## src/rtl/vending_pkg.sv

```systemverilog
// Shared definitions for the vending controller and the coin payout path:
// coin values, one-hot coin encodings and the dispenser state encoding.
package vending_pkg;

    localparam logic [5:0] COIN_10 = 6'd10;
    localparam logic [5:0] COIN_5  = 6'd5;
    localparam logic [5:0] COIN_1  = 6'd1;

    localparam logic [2:0] OH_10 = 3'b100;
    localparam logic [2:0] OH_5  = 3'b010;
    localparam logic [2:0] OH_1  = 3'b001;

    typedef enum logic [2:0] {
        ST_IDLE   = 3'd0,
        ST_SELECT = 3'd1,
        ST_ISSUE  = 3'd2,
        ST_DONE   = 3'd3,
        ST_FAULT  = 3'd4
    } disp_state_e;

    function automatic logic [5:0] coin_value(input logic [2:0] oh);
        case (oh)
            OH_10:   coin_value = COIN_10;
            OH_5:    coin_value = COIN_5;
            OH_1:    coin_value = COIN_1;
            default: coin_value = 6'd0;
        endcase
    endfunction

    function automatic logic is_onehot3(input logic [2:0] v);
        case (v)
            OH_10, OH_5, OH_1: is_onehot3 = 1'b1;
            default:           is_onehot3 = 1'b0;
        endcase
    endfunction

endpackage

```

## src/rtl/coin_inventory.sv

```systemverilog
// Stock counter for one coin denomination: saturating refill, single-coin
// decrement on ejection, registered count and nonzero flag.
module coin_inventory #(
    parameter int INV_W = 4,
    parameter int INIT  = 4
) (
    input  logic             clk,
    input  logic             rst,
    input  logic             inc,
    input  logic [INV_W-1:0] inc_cnt,
    input  logic             dec,
    output logic [INV_W-1:0] count,
    output logic             nonzero
);

    localparam logic [INV_W-1:0] MAX_CNT = {INV_W{1'b1}};
    localparam logic [INV_W-1:0] ONE     = {{(INV_W-1){1'b0}}, 1'b1};
    localparam logic [INV_W-1:0] ZERO    = {INV_W{1'b0}};

    logic [INV_W-1:0] count_q;
    logic             nonzero_q;
    logic [INV_W:0]   sum_s;
    logic [INV_W-1:0] sat_s;
    logic [INV_W-1:0] count_d;

    // Refill is applied (and clamped) before the ejection is taken off, so a
    // same-cycle refill and ejection yields sat(stock + cnt) - 1.
    always_comb begin
        if (inc) begin
            sum_s = {1'b0, count_q} + {1'b0, inc_cnt};
        end else begin
            sum_s = {1'b0, count_q};
        end
        if (sum_s[INV_W]) begin
            sat_s = MAX_CNT;
        end else begin
            sat_s = sum_s[INV_W-1:0];
        end
        if (dec && (sat_s != ZERO)) begin
            count_d = sat_s - ONE;
        end else begin
            count_d = sat_s;
        end
    end

    // Stock register and its nonzero flag
    always_ff @(posedge clk or posedge rst) begin
        if (rst) begin
            count_q   <= INV_W'(INIT);
            nonzero_q <= (INIT != 0);
        end else begin
            count_q   <= count_d;
            nonzero_q <= (count_d != ZERO);
        end
    end

    assign count   = count_q;
    assign nonzero = nonzero_q;

endmodule

```

## src/rtl/coin_change_dispenser.sv

```systemverilog
// Pays out a change amount one coin at a time to a hopper, choosing the
// largest stocked coin that fits, and reports completion or shortfall.
module coin_change_dispenser
    import vending_pkg::*;
#(
    parameter int INV_W   = 4,
    parameter int INIT_10 = 4,
    parameter int INIT_5  = 4,
    parameter int INIT_1  = 4
) (
    input  logic             clk,
    input  logic             rst,
    input  logic             change_valid,
    input  logic [5:0]       change,
    output logic             busy,
    output logic             coin_valid,
    output logic [2:0]       coin_out,
    input  logic             coin_ack,
    output logic             done,
    output logic             short,
    output logic [5:0]       remaining,
    input  logic             refill,
    input  logic [2:0]       refill_sel,
    input  logic [INV_W-1:0] refill_cnt
);

    disp_state_e      state_q;
    logic             busy_q;
    logic             coin_valid_q;
    logic [2:0]       coin_q;
    logic             done_q;
    logic             short_q;
    logic [5:0]       remaining_q;

    logic [2:0]       inc_s;
    logic [2:0]       dec_s;
    logic [2:0]       pick_s;
    logic [2:0]       nz_s;
    logic             ack_ok_s;
    logic [INV_W-1:0] cnt_10_s;
    logic [INV_W-1:0] cnt_5_s;
    logic [INV_W-1:0] cnt_1_s;

    // Refill decode, ejection decrement and greedy coin selection
    always_comb begin
        if (refill && is_onehot3(refill_sel)) begin
            inc_s = refill_sel;
        end else begin
            inc_s = 3'b000;
        end
        // Ack is only honoured for a denomination that actually has stock.
        ack_ok_s = |(coin_q & nz_s);
        if ((state_q == ST_ISSUE) && coin_ack && ack_ok_s) begin
            dec_s = coin_q;
        end else begin
            dec_s = 3'b000;
        end
        if ((remaining_q >= COIN_10) && (cnt_10_s != {INV_W{1'b0}})) begin
            pick_s = OH_10;
        end else if ((remaining_q >= COIN_5) && (cnt_5_s != {INV_W{1'b0}})) begin
            pick_s = OH_5;
        end else if ((remaining_q >= COIN_1) && (cnt_1_s != {INV_W{1'b0}})) begin
            pick_s = OH_1;
        end else begin
            pick_s = 3'b000;
        end
    end

    coin_inventory #(.INV_W(INV_W), .INIT(INIT_10)) u_inv_10 (
        .clk(clk), .rst(rst), .inc(inc_s[2]), .inc_cnt(refill_cnt),
        .dec(dec_s[2]), .count(cnt_10_s), .nonzero(nz_s[2])
    );

    coin_inventory #(.INV_W(INV_W), .INIT(INIT_5)) u_inv_5 (
        .clk(clk), .rst(rst), .inc(inc_s[1]), .inc_cnt(refill_cnt),
        .dec(dec_s[1]), .count(cnt_5_s), .nonzero(nz_s[1])
    );

    coin_inventory #(.INV_W(INV_W), .INIT(INIT_1)) u_inv_1 (
        .clk(clk), .rst(rst), .inc(inc_s[0]), .inc_cnt(refill_cnt),
        .dec(dec_s[0]), .count(cnt_1_s), .nonzero(nz_s[0])
    );

    // Payout FSM with registered handshake and status outputs
    always_ff @(posedge clk or posedge rst) begin
        if (rst) begin
            state_q      <= ST_IDLE;
            busy_q       <= 1'b0;
            coin_valid_q <= 1'b0;
            coin_q       <= 3'b000;
            done_q       <= 1'b0;
            short_q      <= 1'b0;
            remaining_q  <= 6'd0;
        end else begin
            case (state_q)
                ST_IDLE: begin
                    done_q  <= 1'b0;
                    short_q <= 1'b0;
                    if (change_valid) begin
                        remaining_q <= change;
                        busy_q      <= 1'b1;
                        state_q     <= ST_SELECT;
                    end
                end
                ST_SELECT: begin
                    if (remaining_q == 6'd0) begin
                        state_q <= ST_DONE;
                        done_q  <= 1'b1;
                        short_q <= 1'b0;
                    end else if (pick_s != 3'b000) begin
                        coin_q       <= pick_s;
                        coin_valid_q <= 1'b1;
                        state_q      <= ST_ISSUE;
                    end else begin
                        state_q <= ST_FAULT;
                        done_q  <= 1'b1;
                        short_q <= 1'b1;
                    end
                end
                ST_ISSUE: begin
                    if (coin_ack) begin
                        coin_valid_q <= 1'b0;
                        coin_q       <= 3'b000;
                        if (ack_ok_s) begin
                            remaining_q <= remaining_q - coin_value(coin_q);
                            state_q     <= ST_SELECT;
                        end else begin
                            state_q <= ST_FAULT;
                            done_q  <= 1'b1;
                            short_q <= 1'b1;
                        end
                    end
                end
                ST_DONE, ST_FAULT: begin
                    done_q  <= 1'b0;
                    short_q <= 1'b0;
                    busy_q  <= 1'b0;
                    state_q <= ST_IDLE;
                end
                default: begin
                    state_q      <= ST_IDLE;
                    busy_q       <= 1'b0;
                    coin_valid_q <= 1'b0;
                    coin_q       <= 3'b000;
                    done_q       <= 1'b0;
                    short_q      <= 1'b0;
                end
            endcase
        end
    end

    assign busy       = busy_q;
    assign coin_valid = coin_valid_q;
    assign coin_out   = coin_q;
    assign done       = done_q;
    assign short      = short_q;
    assign remaining  = remaining_q;

endmodule
```

## config.mk

```make
export PLATFORM = sky130hd
export DESIGN_NAME = coin_change_dispenser
export DESIGN_NICKNAME = d
export VERILOG_FILES = /design/src/rtl/vending_pkg.sv /design/src/rtl/coin_inventory.sv /design/src/rtl/coin_change_dispenser.sv
export SDC_FILE = /design/constraint.sdc
export NUM_CORES = 1
export LEC_CHECK = 0
export CAP_MARGIN = 0
export CORE_UTILIZATION = 40
export CTS_BUF_LIST = sky130_fd_sc_hd__clkbuf_4 sky130_fd_sc_hd__clkbuf_8
export DETAILED_ROUTE_END_ITERATION = 12
export PLACE_DENSITY = 0.72
export SLEW_MARGIN = 20
export SYNTH_ARGS = -nofsm -noshare
export SYNTH_HDL_FRONTEND = slang
export SYNTH_SLANG_ARGS = --single-unit
```

## constraint.sdc

```tcl
create_clock -name clk -period 2.7 [get_ports clk]
set_input_delay 0.405 -clock clk [delete_from_list [all_inputs] [get_ports clk]]
set_output_delay 0.405 -clock clk [all_outputs]
set_load 0.03 [all_outputs]
```

==> results.cfg, run 1 <==
[die]
die_h_um = 82.0
die-area_sq_mm = 0.00673
die_w_um = 82.0
rows = 28
coreArea_sq_mm = 0.00606
pin_count = 31
initial_core_util = 0.423

[setup_path]
cp.arrival_ps = 2840
crit_path_start_kind = input pin
worstPathBufferInverterCount = 2
max_stage_delay_ps = 430
crit_slowest_cell = clkdlybuf4s50_1
end_kind = register
r2r_setup_slack_ps = 100
cp_cell_sequence = clkdlybuf4s50_1 -> ha_1 -> nor2b_1 -> o21ai_1 -> nor2b_2 -> o2bb2ai_1 -> ha_2 -> buf_4 -> nand3_1 -> a2111o_1 -> a21o_1
path_class = input pin to register
required_ps = 2920
cpLargestDelayFamily = compound AO/OA/AOI/OAI gates
critPathMaxFanout = 5

[power_and_ir_drop]
p_total_w = 0.00345
leakage_nw = 1.43
powerDensity_mw_per_mm2 = 1070
ir_worst_vdd_mv = 0.475

[synthesis]
synth_seq_cells = 31
synth_top_area_frac = 0.244
synth_warnings = 0
syn-cell-area_sq_mm = 0.00256
ys_top_cells_by_area = dfrtp_1 (24%), ha_1 (9.3%), dfstp_2 (6.2%)
synth-seq-area-share = 0.306
async_flop_share = 1.00
synth_top_cell_by_area = dfrtp_1
postSynthCellCount = 290
ys_types = 64
synth_edf_count = 0
synthFlopType = dfrtp_1
syn-num-nets = 331
synth.avg_cell_area_sq_um = 8.84

[detailed_routing]
ant_nets = 0
drtIter0Drc = 134
routed_wl_mm = 6.23
drt_drc_violations_left = 0
dr.pass1.iters = 4
routedWlPerCell_um = 14.7
via_per_inst = 5.52
route.vias.total = 2335

[worst_hold_path]
hp-class = register to register

[timing]
finalHoldViolations = 0
setup_viol = 0
worstMarginPinSlew_ps = 512
rsz0062_at_grt = false
period_minus_slack_ps = 2620
post-route-period-util = 0.972
fmax_mhz = 381
finClkSkew_ps = 8.55
relSlewSlack = 0.656
slew_violations = 0

[finish]
stdcell_count = 423
final_common_cell = nor2_1
nets = 388
diodes = 0
drive_gt1_frac = 0.198
area_delta_synth_final_pct = 26.3
final_area_sq_mm = 0.00324
final_cell_mix = nor2_1 (31), buf_4 (30), clkdlybuf4s50_1 (28), dfrtp_1 (25), inv_1 (24)
fill_cells = 577

[cts]
clock-sinks = 31
hold_buffers = 0
numCtsBuffers = 5
clk_pin_slew_ps = 70
max-clock-path-buffers = 2
cts_tree = yes
cts_root_buffer = clkbuf_8
htreeDepth = 2
clock_latency_ps = 290

[grt]
grt_pass1_wl_mm = 10.6
grt_pass1_vias = 2332
grt.total_usage = 0.207
antenna_found_initial = 0
grt_overflow = 0
grt_max_degree = 32

[run]
max-cap-violations = 0

[placed_design]
gp_congestion = 0.838
detailed_place_hpwl_mm = 4.82
io_buffers = 30
dp_cells = 413
place_area_sq_mm = 0.00310

[run_status]
outcome = finished clean
[cell type report]
cell class / count / area (sq um) / area share
Clock buffer: 7 / 90.1 / 0.0278
Clock inverter: 1 / 5.00 / 0.00155
Inverter: 25 / 93.8 / 0.0290
Multi-Input combinational cell: 224 / 1640 / 0.508
Sequential cell: 31 / 783 / 0.242
Tap cell: 75 / 93.8 / 0.0290
Timing Repair Buffer: 60 / 527 / 0.163
[routing by layer]
layer | wire [um] | vias up | GRT usage
met5 | 0 | - | 0
met2 | 3180 | 30 | 0.349
met4 | 57 | 0 | 0.0667
met1 | 2830 | 1138 | 0.266
li1 | - | 1163 | -
met3 | 155 | 4 | 0.0389
[state kept, by name, indices dropped and copies added, names as in the netlist]
signal	cells
coin_valid	1
remaining	6
u_inv_5.count	4
u_inv_10.count	4
busy	1
u_inv_5.nonzero	1
coin_out	3
short	1
u_inv_10.nonzero	1
done	1
u_inv_1.nonzero	1
state_q	3
u_inv_1.count	4
[kinds of logic (layout without fill, tap and decap cells)]
kind of cell    after synthesis  count (layout)  share of synthesized area
compound gates               87              87                      0.238
xor+xnor                      9               9                     0.0308
fa+ha+maj                    23              23                      0.124
mux                           5               5                     0.0200
flops                        31              31                      0.306
simple gates                100             100                      0.218
buf+inv                      35              93                     0.0630
[cells in the mapped netlist (2+ instances only)]
| cell | number |
|---|---|
| and2_1 | 5 |
| o21ai_0 | 14 |
| a211o_1 | 2 |
| o2111ai_1 | 2 |
| xor2_1 | 5 |
| and4_4 | 3 |
| nor2b_1 | 6 |
| o22ai_1 | 4 |
| nand4b_1 | 2 |
| and4bb_1 | 2 |
| o2bb2ai_1 | 2 |
| xnor2_1 | 4 |
| a211oi_1 | 2 |
| a21o_1 | 8 |
| o21ai_1 | 4 |
| nand2_1 | 18 |
| dfrtp_1 | 25 |
| fa_1 | 4 |
| nand3_1 | 5 |
| inv_1 | 25 |
| dfstp_2 | 6 |
| or3_1 | 4 |
| nand2b_1 | 4 |
| nor2_1 | 31 |
| a21oi_2 | 2 |
| o22a_1 | 2 |
| nor4_1 | 2 |
| a22oi_1 | 3 |
| buf_2 | 6 |
| a31o_2 | 2 |
| ha_1 | 19 |
| nor3_1 | 6 |
| mux2i_1 | 4 |
| o21a_1 | 3 |
| o211ai_1 | 3 |
| buf_6 | 3 |
| a21oi_1 | 18 |
| a31oi_1 | 4 |
[per-stage QoR]
stage                     hold WS, ps  setup TNS, ps  setup WS [ps]   util
final                             492              0           75.8  0.534
after global routing              511              0           8.07  0.534
after CTS                         495              0           13.7  0.529
after detailed placement          479          -4550           -507  0.511
after global placement            482          -3010           -358  0.511
after floorplan                   473              0            140      -
[repair_timing]
item | in CTS | in global routing
resized for setup | 5 | 6
setup endpoints to repair | 7 | 9
pin swaps | 1 | 3
setup buffers | 1 | 1
gates cloned | 0 | 0
[where the power goes]
group / internal (W) / switching, W / leakage, nW
registers: 0.000667 / 0.000248 / 0.354
clock network: 0.000216 / 0.000178 / 0.0517
logic: 0.00100 / 0.00115 / 1.03
total: 0.00188 / 0.00157 / 1.43
[worst paths after layout]
kind                                   from          endpoint  cells after the start
setup / recovery              refill_cnt[2]   u_inv_5.nonzero                     11
setup reg to reg           u_inv_5.count[0]   u_inv_5.nonzero                     11
max in group asynchronous               rst  u_inv_5.count[2]                      3
min in group asynchronous               rst       coin_out[2]                      3
hold / removal                   coin_valid        coin_valid                      1
hold reg to reg                  coin_valid        coin_valid                      1
Note: power is estimated with default switching activity, not from simulation.
==> inputs of run 2 (changes only) <==
--- a/config.mk
+++ b/config.mk
@@ -9,7 +9,7 @@
 export CORE_UTILIZATION = 40
 export CTS_BUF_LIST = sky130_fd_sc_hd__clkbuf_4 sky130_fd_sc_hd__clkbuf_8
 export DETAILED_ROUTE_END_ITERATION = 12
-export PLACE_DENSITY = 0.72
+export PLACE_DENSITY = 0.7
 export SLEW_MARGIN = 20
 export SYNTH_ARGS = -nofsm -noshare
 export SYNTH_HDL_FRONTEND = slang
==> constraint.sdc (replaced) <==
create_clock -name clk -period 3 [get_ports clk]
set_input_delay 0.45 -clock clk [delete_from_list [all_inputs] [get_ports clk]]
set_output_delay 0.45 -clock clk [all_outputs]
set_load 0.03 [all_outputs]
==> run 2 against run 1 <==
  * Via count shrank 2.1%
  * Sequential cell count is the same
  * Worst hold slack lost 1.7 ps
  * Largest power group unchanged
  * Clock skew down 0.52 ps
  * Largest cell class unchanged
  * Non-clock buffer count decreased by 11
  * Register-to-register slack better by 200 ps
  * Die area unchanged
  * Power fell by 11%
==> results.cfg, run 2 (same netlist as run 1, synthesis figures left out) <==
[detailed_routing]
dr.pass1.iters = 4
top_layer = met4
wl_met2_mm = 2.86
routedWlPerCell_um = 14.1
ant_nets = 0
drtIter0Drc = 122
route.vias.total = 2287
wl_met3_um = 197
via_per_inst = 5.55
drt_drc_violations_left = 0
wl_met1_mm = 2.69
routed_wl_mm = 5.82

[timing]
fmax_mhz = 354
finalHoldViolations = 0
worstMarginPinSlew_ps = 480
post-route-period-util = 0.941
slew_violations = 0
relSlewSlack = 0.679
fin_ws_ps = 176
finClkSkew_ps = 8.03
rsz0062_at_grt = false
period_minus_slack_ps = 2820
setup_viol = 0
holdWs_ps = 490

[cts]
clock_latency_ps = 290
postCtsSetupRepairBufs = 0
cts_tree = yes
htreeDepth = 2
numCtsBuffers = 5
cts_root_buffer = clkbuf_8
clk_pin_slew_ps = 70
clock-sinks = 31
hold_buffers = 0
max-clock-path-buffers = 2

[placed_design]
detailed_place_hpwl_mm = 4.50
io_buffers = 30
pre_cts_slack_ps = -265
place_area_sq_mm = 0.00303
gp_congestion = 0.790

[setup_path]
crit_path_start_kind = input pin
max_stage_delay_ps = 480
critPathMaxFanout = 3
r2r_setup_slack_ps = 300
reg2regPathDepth = 11
required_ps = 3220
path_class = input pin to register
cp.arrival_ps = 3050
crit_slowest_cell = fa_1
cp_cell_sequence = clkdlybuf4s50_1 -> inv_1 -> fa_1 -> nor2b_1 -> o21ai_1 -> nor2b_1 -> a31o_2 -> ha_1 -> a21o_1 -> a2111o_1 -> a21o_1
end_kind = register

[finish]
fill_cells = 553
nets = 377
final-seq-area_sq_um = 783
diodes = 0
largest_reg_flops = 6
fin_util = 0.521
final_common_cell = nor2_1
area_delta_synth_final_pct = 23.2
final_area_sq_mm = 0.00316
final_cell_mix = nor2_1 (31), clkdlybuf4s50_1 (29), inv_1 (25), dfrtp_1 (25)
drive_gt1_frac = 0.148
multiInputGateArea_sq_mm = 0.00162

[power_and_ir_drop]
ir_worst_vdd_mv = 0.537
p_comb_frac = 0.584
swShare = 0.450
p_clk_frac = 0.141
p_switching_w = 0.00138
leakage_nw = 1.39
p_int_w = 0.00169
powerDensity_mw_per_mm2 = 972
pwr-share-seq = 0.275

[die]
rows = 28
die_h_um = 82.0
initial_core_util = 0.423
pin_count = 31
die_w_um = 82.0
coreArea_sq_mm = 0.00606
die-area_sq_mm = 0.00673

[grt]
grt.total_usage = 0.195
grt_pass1_wl_mm = 10.1
grt_pass1_vias = 2220
antenna_found_initial = 0
grt_max_degree = 32
grt_overflow = 0

[worst_hold_path]
hold_depth = 1
hp-class = register to register

[run]
max-cap-violations = 0

[run_status]
outcome = finished clean
## run 2: stage by stage
stage | power [W] | instances | setup TNS (ps)
after CTS | 0.00308 | 412 | 0
after global placement | 0.00258 | 404 | -291
after detailed placement | 0.00263 | 404 | -857
final | 0.00307 | 412 | 0
after floorplan | 0.00206 | 290 | 0
after global routing | 0.00337 | 412 | 0
## run 2: final timing paths
path | to | start
setup / recovery | u_inv_5.nonzero | refill_cnt[1]
hold / removal | coin_valid | coin_valid
setup reg to reg | u_inv_5.nonzero | u_inv_5.count[0]
hold reg to reg | coin_valid | coin_valid
max in group asynchronous | u_inv_1.count[2] | rst
min in group asynchronous | remaining[3] | rst
## run 2: layout make-up
type,count,area share
Timing Repair Buffer,49,0.141
Inverter,25,0.0297
Clock inverter,2,0.0111
Multi-Input combinational cell,224,0.514
Sequential cell,31,0.248
Clock buffer,6,0.0261
Tap cell,75,0.0297
## run 2: power by group through the flow
stage	sequential, W	combinational [W]	clock (W)
after floorplan	0.000891	0.00117	0
after global placement	0.000842	0.00174	0
after detailed placement	0.000846	0.00178	0
after CTS	0.000842	0.00180	0.000446
after global routing	0.000875	0.00203	0.000458
final	0.000843	0.00179	0.000433
## run 2: timing repair
item	4_1_cts	5_1_grt
gates resized for setup	0	2
setup endpoints to repair	0	5
hold endpoints to repair	0	0
## run 2: critical path, delay by kind of cell
| family | cells | cell delay, ps |
|---|---|---|
| adders and majority gates | 2 | 690 |
| and+or+nand+nor | 2 | 290 |
| buffers and inverters | 2 | 580 |
| AOI/OAI and AO/OA | 5 | 1030 |
## run 2: routing by layer
metal / global-route usage / up-vias
li1: - / 1140
met1: 0.262 / 1101
met2: 0.319 / 39
met3: 0.0411 / 7
met4: 0.0474 / 0
met5: 0 / -
